[src/rtl/bcd_pkg.sv]
// Shared types and constants for the sequential binary-to-BCD converter.
// Optional saturation is selected with the BCD_SAT_EN macro.
package bcd_pkg;

    localparam int BIN_W_DEF  = 28;
    localparam int DIGITS_DEF = 8;
    localparam int DIG_W      = 4;

    typedef enum logic [1:0] {
        IDLE,
        SHIFT,
        DONE
    } state_e;

    // True when every BIN_W-bit value fits in DIGITS+1 decimal digits.
    function automatic bit bcd_fits(input int bw, input int dg);
        logic [127:0] p;
        p = 128'd1;
        for (int i = 0; i < dg + 1; i++) begin
            p = p * 128'd10;
        end
        if (bw >= 127) begin
            return 1'b0;
        end
        return (128'd1 << bw) <= p;
    endfunction

endpackage

[src/rtl/bcd_digit_adj.sv]
// Double-dabble digit correction: add 3 to a BCD digit that is 5 or more.
// Purely combinational; one instance per scratch digit.
module bcd_digit_adj
    import bcd_pkg::*;
(
    input  logic [DIG_W-1:0] din,
    output logic [DIG_W-1:0] dout
);

    assign dout = (din >= 4'd5) ? din + 4'd3 : din;

endmodule

[src/rtl/bin2bcd_seq.sv]
// Sequential double-dabble binary-to-BCD converter, one bit per clock.
// Define BCD_SAT_EN to saturate to all-9s and flag overflow.
module bin2bcd_seq
    import bcd_pkg::*;
#(
    parameter int BIN_W  = BIN_W_DEF,
    parameter int DIGITS = DIGITS_DEF
) (
    input  logic                      clk,
    input  logic                      rst,
    input  logic                      start,
    input  logic [BIN_W-1:0]          bin,
    output logic                      busy,
    output logic                      done,
    output logic [DIG_W*DIGITS-1:0]   bcd,
    output logic                      overflow
);

    localparam int SW = DIG_W * (DIGITS + 1);
    localparam int OW = DIG_W * DIGITS;
    localparam int CW = $clog2(BIN_W + 1);
    localparam logic [CW-1:0] LAST = CW'(BIN_W - 1);

    if (!bcd_fits(BIN_W, DIGITS)) begin : g_size_chk
        $error("bin2bcd_seq: 2**BIN_W exceeds 10**(DIGITS+1)");
    end

    state_e          state_q, state_d;
    logic [BIN_W-1:0] bin_q, bin_d;
    logic [SW-1:0]   scr_q, scr_d;
    logic [CW-1:0]   cnt_q, cnt_d;
    logic [OW-1:0]   bcd_q, bcd_d;

    logic [SW-1:0]    adj;
    logic [SW-1:0]    scr_next;
    logic [BIN_W-1:0] bin_next;
    logic [OW-1:0]    res;
    logic             unused_msb;

    for (genvar g = 0; g <= DIGITS; g++) begin : g_adj
        bcd_digit_adj u_adj (
            .din  (scr_q[g*DIG_W +: DIG_W]),
            .dout (adj[g*DIG_W +: DIG_W])
        );
    end

    // The adjusted top digit never exceeds 7 here, so its MSB drops out.
    assign unused_msb = adj[SW-1];
    assign scr_next   = {adj[SW-2:0], bin_q[BIN_W-1]};
    assign bin_next   = {bin_q[BIN_W-2:0], 1'b0};

`ifdef BCD_SAT_EN
    logic ovf_q, ovf_d;
    logic sat;

    assign sat = |scr_next[SW-1 -: DIG_W];
    assign res = sat ? {DIGITS{4'h9}} : scr_next[OW-1:0];
`else
    assign res = scr_next[OW-1:0];
`endif

    always_comb begin
        state_d = state_q;
        bin_d   = bin_q;
        scr_d   = scr_q;
        cnt_d   = cnt_q;
        bcd_d   = bcd_q;
`ifdef BCD_SAT_EN
        ovf_d   = ovf_q;
`endif
        unique case (state_q)
            IDLE: begin
                if (start) begin
                    state_d = SHIFT;
                    bin_d   = bin;
                    scr_d   = '0;
                    cnt_d   = '0;
                end
            end
            SHIFT: begin
                bin_d = bin_next;
                scr_d = scr_next;
                cnt_d = cnt_q + CW'(1);
                if (cnt_q == LAST) begin
                    state_d = DONE;
                    bcd_d   = res;
`ifdef BCD_SAT_EN
                    ovf_d   = sat;
`endif
                end
            end
            DONE: state_d = IDLE;
            default: state_d = IDLE;
        endcase
    end

    always_ff @(posedge clk or posedge rst) begin
        if (rst) begin
            state_q <= IDLE;
            bin_q   <= '0;
            scr_q   <= '0;
            cnt_q   <= '0;
            bcd_q   <= '0;
        end else begin
            state_q <= state_d;
            bin_q   <= bin_d;
            scr_q   <= scr_d;
            cnt_q   <= cnt_d;
            bcd_q   <= bcd_d;
        end
    end

`ifdef BCD_SAT_EN
    always_ff @(posedge clk or posedge rst) begin
        if (rst) begin
            ovf_q <= 1'b0;
        end else begin
            ovf_q <= ovf_d;
        end
    end

    assign overflow = ovf_q;
`else
    assign overflow = 1'b0;
`endif

    assign busy = (state_q == SHIFT);
    assign done = (state_q == DONE);
    assign bcd  = bcd_q;

endmodule

[config.mk]
export PLATFORM = sky130hd
export DESIGN_NAME = bin2bcd_seq
export DESIGN_NICKNAME = d
export VERILOG_FILES = /design/src/rtl/bcd_pkg.sv /design/src/rtl/bcd_digit_adj.sv /design/src/rtl/bin2bcd_seq.sv
export SDC_FILE = /design/constraint.sdc
export NUM_CORES = 1
export LEC_CHECK = 0
export ABC_AREA = 1
export CORE_MARGIN = 1.5
export CORE_UTILIZATION = 50
export DETAILED_ROUTE_END_ITERATION = 12
export PLACE_DENSITY = 0.83
export SLEW_MARGIN = 10
export SYNTH_ARGS = -nofsm -noshare
export SYNTH_HDL_FRONTEND = slang
export SYNTH_SLANG_ARGS = --single-unit
[constraint.sdc]
create_clock -name clk -period 3.6 [get_ports clk]
set_input_delay 0.72 -clock clk [delete_from_list [all_inputs] [get_ports clk]]
set_output_delay 0.72 -clock clk [all_outputs]
set_load 0.005 [all_outputs]
==> metrics.log, run 1 <==
[metrics] run status: finished clean
[metrics] GRT overflow: 0
[metrics] Data required, critical path: around 2.9 ns
[metrics] number of buffers added on ports: 64
[metrics] global-route layer with the greatest usage: met2
[metrics] average wire length per cell after detail routing: 12.9 um
[metrics] deepest level of the CTS H-tree: 3
[metrics] Worst path top cell family by delay: buffers and inverters
[metrics] cell with the biggest individual delay on the critical path: sky130_fd_sc_hd__clkdlybuf4s50_1
[metrics] Cells after Synth: 614
[metrics] fraction of synthesized cell area taken by the top area cell type: between 50 and 60%
[metrics] post-CTS clock slew at the launch and capture registers of the worst setup and hold paths: around 0.090 ns
[metrics] critical setup path kind: reg2out
[metrics] FF/Latch Area: 0.00248 sq mm
[metrics] CTS buffer count: 9
[metrics] Vias: 4230
[metrics] clock buffer depth: 2
[metrics] final-layout setup total negative slack: 0 ns
[metrics] clock root buffer master: sky130_fd_sc_hd__clkbuf_8
[metrics] post-synth design cell area: slightly below 0.005 sq mm
[metrics] list of most frequent post-synthesis cells: 282 x sky130_fd_sc_hd__nand2_1, 99 x sky130_fd_sc_hd__dfrtp_1, 90 x sky130_fd_sc_hd__nand3_1, 42 x sky130_fd_sc_hd__inv_1, 18 x sky130_fd_sc_hd__o21ai_0
[metrics] maximum fanout along the worst path: 6
[metrics] top post-synthesis cells by area: sky130_fd_sc_hd__dfrtp_1 51%, sky130_fd_sc_hd__nand2_1 22%, sky130_fd_sc_hd__nand3_1 9.3%, sky130_fd_sc_hd__ha_1 4.4%, sky130_fd_sc_hd__inv_1 3.3%
[metrics] grt met3 use: under 10%
[metrics] Final period util: around 63%
[metrics] Final GP Congestion: approximately 0.9
[metrics] number of synthesized register bits: 99
[metrics] Hold Violations, Final: 0
[metrics] Diodes inserted: 0
[metrics] setup clock skew after layout: between 0.008 and 0.009 ns
[metrics] Startpoint Class: flop
[metrics] worst endpoint data arrival time: between 1.5 and 2 ns
[metrics] Non-Filler Instances: approximately 800
[metrics] max-capacitance violation count: 0
[metrics] Vias/cell: ~5.3
[metrics] CP Cell Sequence: inv_2, nand2_2, inv_2, clkdlybuf4s50_1
[metrics] crit path buf inv count: 3
[metrics] Placement Setup Slack: 1.00 ns
[metrics] area post-placement: ~0.0056 sq mm
[metrics] router iterations before antenna repair: 5
[metrics] count of flip-flops with a built-in enable after synthesis: 0
[metrics] vias in the first global route: between 4000 and 5000
[metrics] count of antenna-violating nets left after detailed routing: 0
[metrics] Tightest Pin Transition: between 0.8 and 0.9 ns
[metrics] number of clock sinks seen by CTS: slightly below 100
[metrics] routing usage on met2: just under 40%
[metrics] Residual DRC: 0
[metrics] area of combinational cells with multiple inputs: between 0.002 and 0.0025 sq mm
[metrics] Async S/R FF share, synth: between 90% and 100%
[metrics] cell repeated most along the worst path: sky130_fd_sc_hd__inv_2
[metrics] final-report max-slew violation count: 0
[metrics] DP Wirelength: about 7200 um
[metrics] unrepaired setup endpoints after global routing: false
[metrics] synth warn: 0
[metrics] Synthesized Nets: 662
[metrics] number of ports placed on the die boundary: 66
[metrics] clock latency reported for the late side of the worst-skew pair: ~0.36 ns
[metrics] crit path time final: ~2.3 ns
[metrics] path category of the worst min-delay check: reg2reg
[metrics] most used flip-flop cell after synthesis: sky130_fd_sc_hd__dfrtp_1
[metrics] Area growth syn-to-layout: 17.9%
[metrics] area of the core region: 0.00933 sq mm
[metrics] share of post-route cells with drive strength above 1: 4.00%
[metrics] most repeated cell in the gate-level netlist after synthesis: sky130_fd_sc_hd__nand2_1
[metrics] Horiz. Die Dim: between 100 and 150 um
[metrics] unique cell type count in the Yosys netlist: 22
[metrics] global-route usage over all layers: between 20% and 30%
[metrics] first-pass GRT wire length: between 15000 and 20000 um
[metrics] Critical Path Max Stage Delay: ~0.51 ns
[metrics] Resized cells post-CTS: 0
[metrics] maximum frequency from static timing analysis: around 440 MHz
[metrics] fraction of met1 tracks used by global routing: between 20% and 30%
[metrics] Worst Setup Slack, final: around 1.3 ns
[metrics] maximum number of pins on one net before global-route repair: 64
[metrics] critical path capture point type: primary output
[metrics] Post-Place Cells: 790
[metrics] post-CTS setup buffer count: 0
[metrics] vertical die dimension: about 100 um
[metrics] fin area: between 0.005 and 0.006 sq mm
[metrics] pwr dens: about 800 mW/mm^2
[metrics] area of the die: between 0.01 and 0.015 sq mm
[metrics] number of DRC markers after the initial detailed-route iteration: 216
[metrics] synthesized area per cell: 7.90 sq um
[metrics] effective utilization at floorplan: about half
[metrics] worst hold-check slack: just under 0.5 ns
[metrics] area leader, netlist: sky130_fd_sc_hd__dfrtp_1
[metrics] TritonCTS clock tree: built
[metrics] layout net count: between 700 and 800
[metrics] cts hold-fix bufs: 0
[metrics] wire length after detailed routing: 10300 um
[metrics] Relative slew margins: 42.4%
[metrics] sequential fraction of the synthesis area: 51.1%
[metrics] largest voltage drop on the vdd net: 300 uV
[metrics] number of antenna violations at the first check in global routing: 0
[metrics] # setup viols final: 0
[metrics] num rows: 35
[metrics] Fillers: 837
[metrics] total leakage power: around 2.9 nW
[cell families after synthesis]
group / after synthesis / synth area share (%)
other: 1 / 0.0773
AO/OA/AOI/OAI: 29 / 3.48
adder cells (fa/ha/maj): 17 / 4.39
buffers and inverters: 69 / 6.45
XOR/XNOR: 1 / 0.181
AND/OR/NAND/NOR: 398 / 34.3
flip-flops: 99 / 51.1
[flip-flops by register name, indices dropped and copies added (netlist names)]
register and flops:
scr_q 32, state_q 2, bin_q 28, bcd 32, cnt_q 5
[final timing paths]
path                                   startpoint                    end  slack [ns]  depth (start not counted)
min in group asynchronous                     rst  scr_q[26]$_DFFE_PP0P_        0.77                          2
max                        state_q[1]$_DFFE_PP0P_                   busy        1.35                          4
min                           bcd[27]$_DFFE_PP0P_    bcd[27]$_DFFE_PP0P_        0.48                          2
max reg2reg                state_q[0]$_DFFE_PP0P_  scr_q[12]$_DFFE_PP0P_        1.67                          5
min reg2reg                   bcd[27]$_DFFE_PP0P_    bcd[27]$_DFFE_PP0P_        0.48                          2
max in group asynchronous                     rst   scr_q[6]$_DFFE_PP0P_        2.15                          3
[metrics by stage]
step / util (%) / power, mW
finish: 61.3 / 4.61
global route: 61.3 / 5.06
CTS: 61.3 / 4.64
detailed placement: 59.7 / 4.03
global placement: 59.7 / 3.87
floorplan: - / 3.35
[placed cells by master (no fill, tap or decap), types with 2 or more instances in the layout]
cell type                           n
sky130_fd_sc_hd__a21boi_0           7
sky130_fd_sc_hd__o21a_1             2
sky130_fd_sc_hd__nand3_1           90
sky130_fd_sc_hd__ha_1              17
sky130_fd_sc_hd__inv_1             41
sky130_fd_sc_hd__clkinv_2           4
sky130_fd_sc_hd__nor2_1             7
sky130_fd_sc_hd__buf_4              4
sky130_fd_sc_hd__inv_2              5
sky130_fd_sc_hd__dfrtp_1           99
sky130_fd_sc_hd__nand2_1          282
sky130_fd_sc_hd__o21ai_0           18
sky130_fd_sc_hd__clkbuf_8           9
sky130_fd_sc_hd__nand4_1           16
sky130_fd_sc_hd__clkdlybuf4s50_1   64
[per-layer routing]
layer / vias up / part of all wire [%]
li1: 2069 / -
met1: 2001 / 44
met2: 140 / 49
met3: 20 / 5.3
met4: 0 / 1.8
met5: - / 0
[worst reg2reg max path, cell delays in order, from the launching register on]
cell and delay [ns]:
sky130_fd_sc_hd__dfrtp_1 0.41, sky130_fd_sc_hd__nand2_2 0.16, sky130_fd_sc_hd__nand2_1 0.29, sky130_fd_sc_hd__inv_2 0.73, sky130_fd_sc_hd__nand2_1 0.17, sky130_fd_sc_hd__nand2_1 0.11
[cell type report]
cell class,instances,share of cell area [%]
Sequential cell,99,43.3
Multi-Input combinational cell,446,36.0
Timing Repair Buffer,69,12.1
Inverter,47,3.13
Tap cell,129,2.82
Clock buffer,10,2.23
Clock inverter,4,0.350
[power by group]
| part | internal (mW) | switching [mW] | total, mW |
|---|---|---|---|
| clock network | 0.239 | 0.356 | 0.595 |
| registers | 1.57 | 0.337 | 1.91 |
| logic | 0.844 | 1.27 | 2.11 |
| total | 2.65 | 1.96 | 4.61 |
(Power assumes the default switching activity.)
==> inputs of run 2 (changes only) <==
Clock period 3.6 ns to 2.3 ns, I/O delays scaled along.
==> run 2 against run 1 <==
Effect of this change: via count fell by 1.0%; clock power rose by 87%; die area did not move; critical path type unchanged; largest cell class unchanged; largest power group unchanged; highest routed layer unchanged.
==> metrics.log, run 2 (same netlist as run 1, synthesis figures left out) <==
[metrics] run status: finished clean
[metrics] area of the die: a little over 0.01 sq mm
[metrics] most frequent cells in the layout: 282 x sky130_fd_sc_hd__nand2_1, 99 x sky130_fd_sc_hd__dfrtp_1, 90 x sky130_fd_sc_hd__nand3_1
[metrics] Tightest Pin Transition: 0.855 ns
[metrics] unrepaired setup endpoints after global routing: false
[metrics] hold-critical path endpoint: bcd[31]$_DFFE_PP0P_
[metrics] worst reg2reg startpoint: state_q[0]$_DFFE_PP0P_
[metrics] Worst R2R End: bin_q[27]$_DFFE_PP0P_
[metrics] cts hold-fix bufs: 0
[metrics] clock root buffer master: sky130_fd_sc_hd__clkbuf_8
[metrics] pwr dens: 1280 mW/mm^2
[metrics] hold path startpoint: bcd[31]$_DFFE_PP0P_
[metrics] number of ports placed on the die boundary: 66
[metrics] Vias/cell: ~5.2
[metrics] global-route usage over all layers: 21.6%
[metrics] # setup viols final: 0
[metrics] Non-Filler Instances: ~810
[metrics] Resized cells post-CTS: 0
[metrics] Startpoint Class: flop
[metrics] number of buffers added on ports: 64
[metrics] flop-to-flop setup slack: between 0.6 and 0.7 ns
[metrics] Area growth syn-to-layout: 18.9%
[metrics] Residual DRC: 0
[metrics] layout net count: approximately 700
[metrics] clock buffer depth: 2
[metrics] maximum frequency from static timing analysis: 497 MHz
[metrics] Vias: between 4000 and 5000
[metrics] path category of the worst min-delay check: reg2reg
[metrics] Data required, critical path: roughly 1.8 ns
[metrics] Relative slew margins: a little over two fifths
[metrics] source of the critical timing path: state_q[1]$_DFFE_PP0P_
[metrics] most common cell after layout, fill and taps aside: sky130_fd_sc_hd__nand2_1
[metrics] worst endpoint data arrival time: 1.55 ns
[metrics] Post-Place Cells: 790
[metrics] setup clock skew after layout: roughly 0.011 ns
[metrics] worst hold path stage count: 2
[metrics] router iterations before antenna repair: 5
[metrics] GRT overflow: 0
[metrics] largest voltage drop on the vdd net: slightly below 600 uV
[metrics] average wire length per cell after detail routing: between 10 and 15 um
[metrics] CTS buffer count: 9
[metrics] post-CTS setup buffer count: 0
[metrics] Final GP Congestion: 0.883
[metrics] count of antenna-violating nets left after detailed routing: 0
[metrics] critical path capture point type: primary output
[metrics] vertical die dimension: 101 um
[metrics] Design Power: approximately 7.4 mW
[metrics] effective utilization at floorplan: 52.0%
[metrics] post-CTS clock slew at the launch and capture registers of the worst setup and hold paths: ~0.10 ns
[metrics] maximum fanout along the worst path: 6
[metrics] area of the core region: approximately 0.0093 sq mm
[metrics] Final period util: 87.5%
[metrics] final-report max-slew violation count: 0
[metrics] Diodes inserted: 0
[metrics] Reg2Reg Depth: 5
[metrics] Core Util, Final: around 62%
[metrics] number of DRC markers after the initial detailed-route iteration: approximately 240
[metrics] TritonCTS clock tree: built
[metrics] max-capacitance violation count: 0
[metrics] share of post-route cells with drive strength above 1: roughly 4.1%
[metrics] crit path time final: 2.01 ns
[metrics] maximum number of pins on one net before global-route repair: 100
[metrics] first-pass GRT wire length: about 18000 um
[metrics] deepest level of the CTS H-tree: 3
[metrics] number of clock sinks seen by CTS: a little under 100
[metrics] final-layout setup total negative slack: 0 ns
[metrics] clock latency reported for the late side of the worst-skew pair: approximately 0.35 ns
[metrics] Hold Violations, Final: 0
[metrics] total leakage power: around 2.9 nW
[metrics] number of antenna violations at the first check in global routing: 0
[metrics] DP Wirelength: roughly 7000 um
[metrics] Horiz. Die Dim: about 100 um
[metrics] vias in the first global route: approximately 4200
[metrics] wire length after detailed routing: 10200 um
[metrics] num rows: 35
[metrics] critical setup path kind: reg2out
[run 2: cell types whose count changed in the layout (fill, tap and decap cells not counted)]
cell                         delta
sky130_fd_sc_hd__clkinvlp_4     +3
sky130_fd_sc_hd__clkinv_2       -3
sky130_fd_sc_hd__clkbuf_1       +1
sky130_fd_sc_hd__inv_4          -1
sky130_fd_sc_hd__clkbuf_8       +1
sky130_fd_sc_hd__bufinv_16      +1
[run 2: per-layer routing]
metal | up-vias | track usage (%) | routed length, um
met5 | - | 0 | 0
met4 | 0 | 8.12 | 144
met3 | 18 | 3.38 | 484
met2 | 135 | 38.2 | 4990
met1 | 1959 | 26.8 | 4580
li1 | 2075 | - | -
[run 2: cell type report]
type / count / area (sq um)
tap: 129 / 161
clock inverter: 4 / 50.0
clock buffer: 12 / 145
multi-input combinational: 446 / 2060
inverter: 47 / 180
timing repair buffer: 69 / 691
sequential: 99 / 2480
fill: 811 / 3560
[run 2: worst max path at each step]
stage / endpoint / slack [ns] / cells past startpoint
finish: busy / 0.29 / 4
CTS: busy / 0.28 / 4
floorplan: bcd[0]$_DFFE_PP0P_ / 0.66 / 1
global route: busy / 0.21 / 4
detailed placement: scr_q[30]$_DFFE_PP0P_ / 0.28 / 6
global placement: scr_q[6]$_DFFE_PP0P_ / 0.35 / 6
[run 2: through the flow]
stage | area, sq um | worst slack (ns) | hold WS (ns)
6_report | 5760 | 0.288 | 0.474
5_1_grt | 5760 | 0.212 | 0.497
4_1_cts | 5760 | 0.283 | 0.479
3_5_place_dp | 5570 | 0.278 | 0.458
3_3_place_gp | 5570 | 0.353 | 0.453
2_1_floorplan | 4850 | 0.664 | 0.442
[run 2: critical path, cell delays in order (launching register included)]
cell and delay, ns:
sky130_fd_sc_hd__dfrtp_1 0.39, sky130_fd_sc_hd__inv_2 0.08, sky130_fd_sc_hd__nand2_2 0.12, sky130_fd_sc_hd__inv_2 0.11, sky130_fd_sc_hd__clkdlybuf4s50_1 0.50
[run 2: power breakdown]
| group | switching (mW) | leakage, nW | internal (mW) |
|---|---|---|---|
| sequential | 0.524 | 1.23 | 2.46 |
| clock | 0.573 | 0.0926 | 0.533 |
| combinational | 1.97 | 1.61 | 1.32 |
| total | 3.06 | 2.93 | 4.31 |
==> inputs of run 3 (changes only) <==
Settings changed: CTS_CLUSTER_DIAMETER set to 150.
==> results of run 3 <==
Same layout as run 2: the final DEF is identical, and so are final timing and power.
==> variant 1 (config.mk and constraints of run 3) <==
Put a register stage on the outputs `busy` and `done`, without a reset. The values now appear one clock later. The other outputs are not delayed to match.
--- a/src/rtl/bin2bcd_seq.sv
+++ b/src/rtl/bin2bcd_seq.sv
@@ -126,4 +126,6 @@
 
-    assign busy = (state_q == SHIFT);
-    assign done = (state_q == DONE);
+    always_ff @(posedge clk) begin
+        busy <= (state_q == SHIFT);
+        done <= (state_q == DONE);
+    end
     assign bcd  = bcd_q;
Check against the original RTL: not equivalent (a bounded check fails within 4 cycles, from zero or initial values and one cycle with rst high).
==> variant 1 against run 3 <==
- synthesized cell count rose by 0.33%
- cell area rose by 1.3%
- setup slack improved by 0.28 ns
- wire length rose by 1.6%
- count of clock-buffer cells in the layout rose by 2
- core utilization rose by 0.49 points
- critical path depth fell by 3
- clock skew rose by 0.00081 ns
- power rose by 1.1%
- area after synthesis rose by 0.83%
- sequential cell count rose by 2
- critical path type unchanged
- highest routed layer unchanged
==> variant 1: results (changes against run 3) <==
- Yosys cell types: 23 (was 22)
- Worst R2R Start: state_q[0] (unchanged)
- Largest net degree at the start of global routing: 53 (was 100)
- WP data arrival: 1.27 ns (was 1.55 ns)
- CP peak stage delay: 0.52 ns (was 0.50 ns)
- Worst hold path class: flop to flop (unchanged)
- Postcts setup bufs: 0 (unchanged)
- Root Buffer: clkbuf_8 (unchanged)
- Vias per Instance: 5.29 (was 5.19)
- Most common library cells after synthesis: nand2_1, dfrtp_1, nand3_1 (unchanged)
- Tot GR Track Use: 0.218 (was 0.216)
- Lkg Pwr: 2.97 nW (was 2.93 nW)
- Synth async-reset ratio: 0.980 (was 1.00)
- DR iter-0 viols: 168 (was 242)
- Min Hold Slack: 0.477 ns (was 0.474 ns)
- Hold Startpoint: bcd[11] (was bcd[31])
- Max VDD drop: 0.417 mV (was 0.580 mV)
- Fraction of layout cells with a size suffix above 1: 0.0411 (was 0.0414)
- Top post-synthesis cells by area: dfrtp_1, nand2_1, nand3_1, ha_1, inv_1 (unchanged)
- Hold Crit Depth: 2 (unchanged)
- RePlAce Congestion: 0.830 (was 0.883)
- Dpl hpwl: 7300 um (was 7030 um)
- Clock skew: 0.0120 ns (was 0.0112 ns)
- Post-DP Area: 5650 sq um (was 5570 sq um)
- Vias in the first global route: 4181 (was 4188)
- Max FO, Critical Path: 2 (was 6)
- Port Buffers: 64 (unchanged)
- First-pass GRT wire length: 18000 um (was 17900 um)
- Via count: 4283 (was 4187)
- Mapped Cells: 616 (was 614)
- Pre-CTS setup slack: 0.249 ns (was 0.278 ns)
- WL/cell: 12.8 um (was 12.7 um)
- Syn_nets: 664 (was 662)
- Hold Path Sink: bcd[11] (was bcd[31])
- Worst reg2reg endpoint: scr_q[14] (was bin_q[27])
- Number of iterations in the first detailed-routing pass: 5 (unchanged)
- Total Nets Final: 724 (was 720)
- H-tree Lvls: 3 (unchanged)
- Slew margin rel.: 0.436 (was 0.429)
- Placed Cells: 794 (was 790)
- Register area share after synthesis: 0.515 (was 0.511)
- Outcome: complete, no violations (unchanged)
variant 1: tightest hold or removal path: cells and delay by family, from the launching register on:
family	cells	cell delay (ns)
and+or+nand+nor	2	0.09
DFF	1	0.35
variant 1: worst max path at each step:
| stage | start | endpoint | slack (ns) |
|---|---|---|---|
| 2_1_floorplan | rst | bcd[0] | 0.66 |
| 3_3_place_gp | start | scr_q[28] | 0.34 |
| 3_5_place_dp | start | scr_q[14] | 0.25 |
| 4_1_cts | bcd[16] | bcd[16] | 0.55 |
| 5_1_grt | start | scr_q[14] | 0.41 |
| 6_report | bcd[3] | bcd[3] | 0.57 |
variant 1: cell families after synthesis:
kind of cell | after synthesis | share of synthesized area
flops | 101 | 0.515
simple gates | 398 | 0.341
xor+xnor | 1 | 0.00179
other cells | 1 | 0.000767
fa+ha+maj | 17 | 0.0435
compound gates | 29 | 0.0345
buf+inv | 69 | 0.0640
variant 1: area by class of cell:
class / instances / area (sq um)
multi-input cells: 446 / 2060
clock buffers: 14 / 153
well taps: 129 / 161
clock inverters: 2 / 35.0
flip-flops and latches: 101 / 2520
fillers: 849 / 3530
inverters: 47 / 180
repair buffers: 71 / 731
variant 1: metal layers:
layer | GRT usage | vias to the layer above | wire length, um
met4 | 0.0959 | 0 | 158
met5 | 0 | - | 0
met3 | 0.0260 | 15 | 555
li1 | - | 2086 | -
met2 | 0.385 | 152 | 5100
met1 | 0.271 | 2030 | 4550
variant 1: report_power, final:
part           internal (mW)  leakage, nW  switching [mW]  total [mW]
registers               2.50         1.25           0.537        3.03
clock network          0.534       0.0947           0.570        1.10
logic                   1.35         1.63            1.97        3.32
==> variant 2 (config.mk and constraints of run 3) <==
Made on the original files. The package constant `DIG_W` goes from 4 to 6.
--- a/src/rtl/bcd_pkg.sv
+++ b/src/rtl/bcd_pkg.sv
@@ -6,3 +6,3 @@
     localparam int DIGITS_DEF = 8;
-    localparam int DIG_W      = 4;
+    localparam int DIG_W      = 6;
 
Interface: changed (resized bcd); port bits go from 66 to 82. No check against the original RTL was run, so the function may have changed too.
==> variant 2 against run 3 <==
- wire length is 36% higher
- cell area increased by 39%
- critical path depth did not move
- clock skew is 0.0037 ns lower
- largest cell class unchanged
- power is 48% higher
- register-to-register slack lost 0.14 ns
- sequential cell count increased by 32
- non-clock buffer count up 19
- area after synthesis is 33% higher
- critical path type unchanged
- setup slack worse by 0.14 ns
- synthesized cell count increased by 30%
- largest power group unchanged
==> variant 2: results (changes against run 3) <==
- Top post-synthesis cells by area: dfrtp_1, nand2_1, nand3_1, inv_1, o21ai_0 (was dfrtp_1, nand2_1, nand3_1, ha_1, inv_1)
- Skew-Pair Late Insertion Delay: 0.42 ns (was 0.35 ns)
- Number of buffers created by CTS: 17 (was 9)
- Worst hold path class: input port to async pin (was flop to flop)
- Placed Cells: 1028 (was 790)
- Most common library cells after synthesis: nand2_1, dfrtp_1, inv_1 (was nand2_1, dfrtp_1, nand3_1)
- Slew margin rel.: 0.508 (was 0.429)
- First-pass GRT wire length: 23300 um (was 17900 um)
- Max VDD drop: 0.534 mV (was 0.580 mV)
- Fraction of layout cells with a size suffix above 1: 0.0552 (was 0.0414)
- DR iter-0 viols: 412 (was 242)
- Tot GR Track Use: 0.221 (was 0.216)
- Lkg Pwr: 4.09 nW (was 2.93 nW)
- WP data arrival: 1.69 ns (was 1.55 ns)
- Vias in the first global route: 5056 (was 4188)
- Metal3 WL: 791 um (was 484 um)
- Wl on met1: 6410 um (was 4580 um)
- H-tree Lvls: 4 (was 3)
- Max FO, Critical Path: 14 (was 6)
- Root Buffer: clkbuf_16 (was clkbuf_8)
- Fillcell total: 1040 (was 811)
- RePlAce Congestion: 0.822 (was 0.883)
- Sw Ratio: 0.387 (was 0.416)
- Dpl hpwl: 8990 um (was 7030 um)
- Register area share after synthesis: 0.509 (was 0.511)
- Outcome: complete, no violations (unchanged)
- WL/cell: 13.1 um (was 12.7 um)
- Met3 usage: 0.0477 (was 0.0338)
- Grt met2 use: 0.351 (was 0.382)
variant 2: critical path: stages (launching register included):
cell and delay (ns):
dfrtp_1 0.37, inv_2 0.12, nand2_4 0.17, inv_2 0.12
clkdlybuf4s50_1 0.50
variant 2: logic make-up after synthesis:
kind of cell,synth area share
AOI/OAI and AO/OA,0.0918
xor gates and xnor gates,0.0136
DFF,0.509
and+or+nand+nor,0.267
buffers and inverters,0.0848
adders and majority gates,0.0330
other,0.000583
variant 2: area by class of cell:
class | count | area share
Sequential cell | 131 | 0.410
Inverter | 97 | 0.0463
Tap cell | 172 | 0.0269
Multi-Input combinational cell | 540 | 0.327
Timing Repair Buffer | 88 | 0.112
Clock buffer | 19 | 0.0554
Clock inverter | 13 | 0.0230
variant 2: final timing paths:
check                      slack, ns       start  endpoint  depth (start not counted)
setup / recovery                0.15  state_q[1]      busy                          4
max in group asynchronous       1.44         rst   bcd[28]                          3
hold reg to reg                 0.47      bcd[4]    bcd[4]                          2
hold / removal                  0.28         rst   bcd[47]                          2
setup reg to reg                0.49  state_q[1]  bin_q[2]                          6
min in group clk                0.47      bcd[4]    bcd[4]                          2
variant 2: power groups by stage:
stage                     clock network, mW  logic, mW  registers [mW]
final                                  2.85       4.09            3.97
after global placement                    0       3.85            3.96
after CTS                              2.89       4.10            3.95
after global routing                   3.01       4.70            4.08
after detailed placement                  0       4.04            3.97
after floorplan                           0       2.91            3.82
variant 2: per-stage QoR:
stage	setup slack, ns	area (sq um)	hold slack [ns]	utilization
2_1_floorplan	0.217	6440	0.449	-
3_5_place_dp	0.286	7370	0.465	0.587
5_1_grt	0.0598	8000	0.274	0.637
3_3_place_gp	0.389	7370	0.463	0.587
6_report	0.145	8000	0.277	0.637
4_1_cts	0.128	8000	0.273	0.637
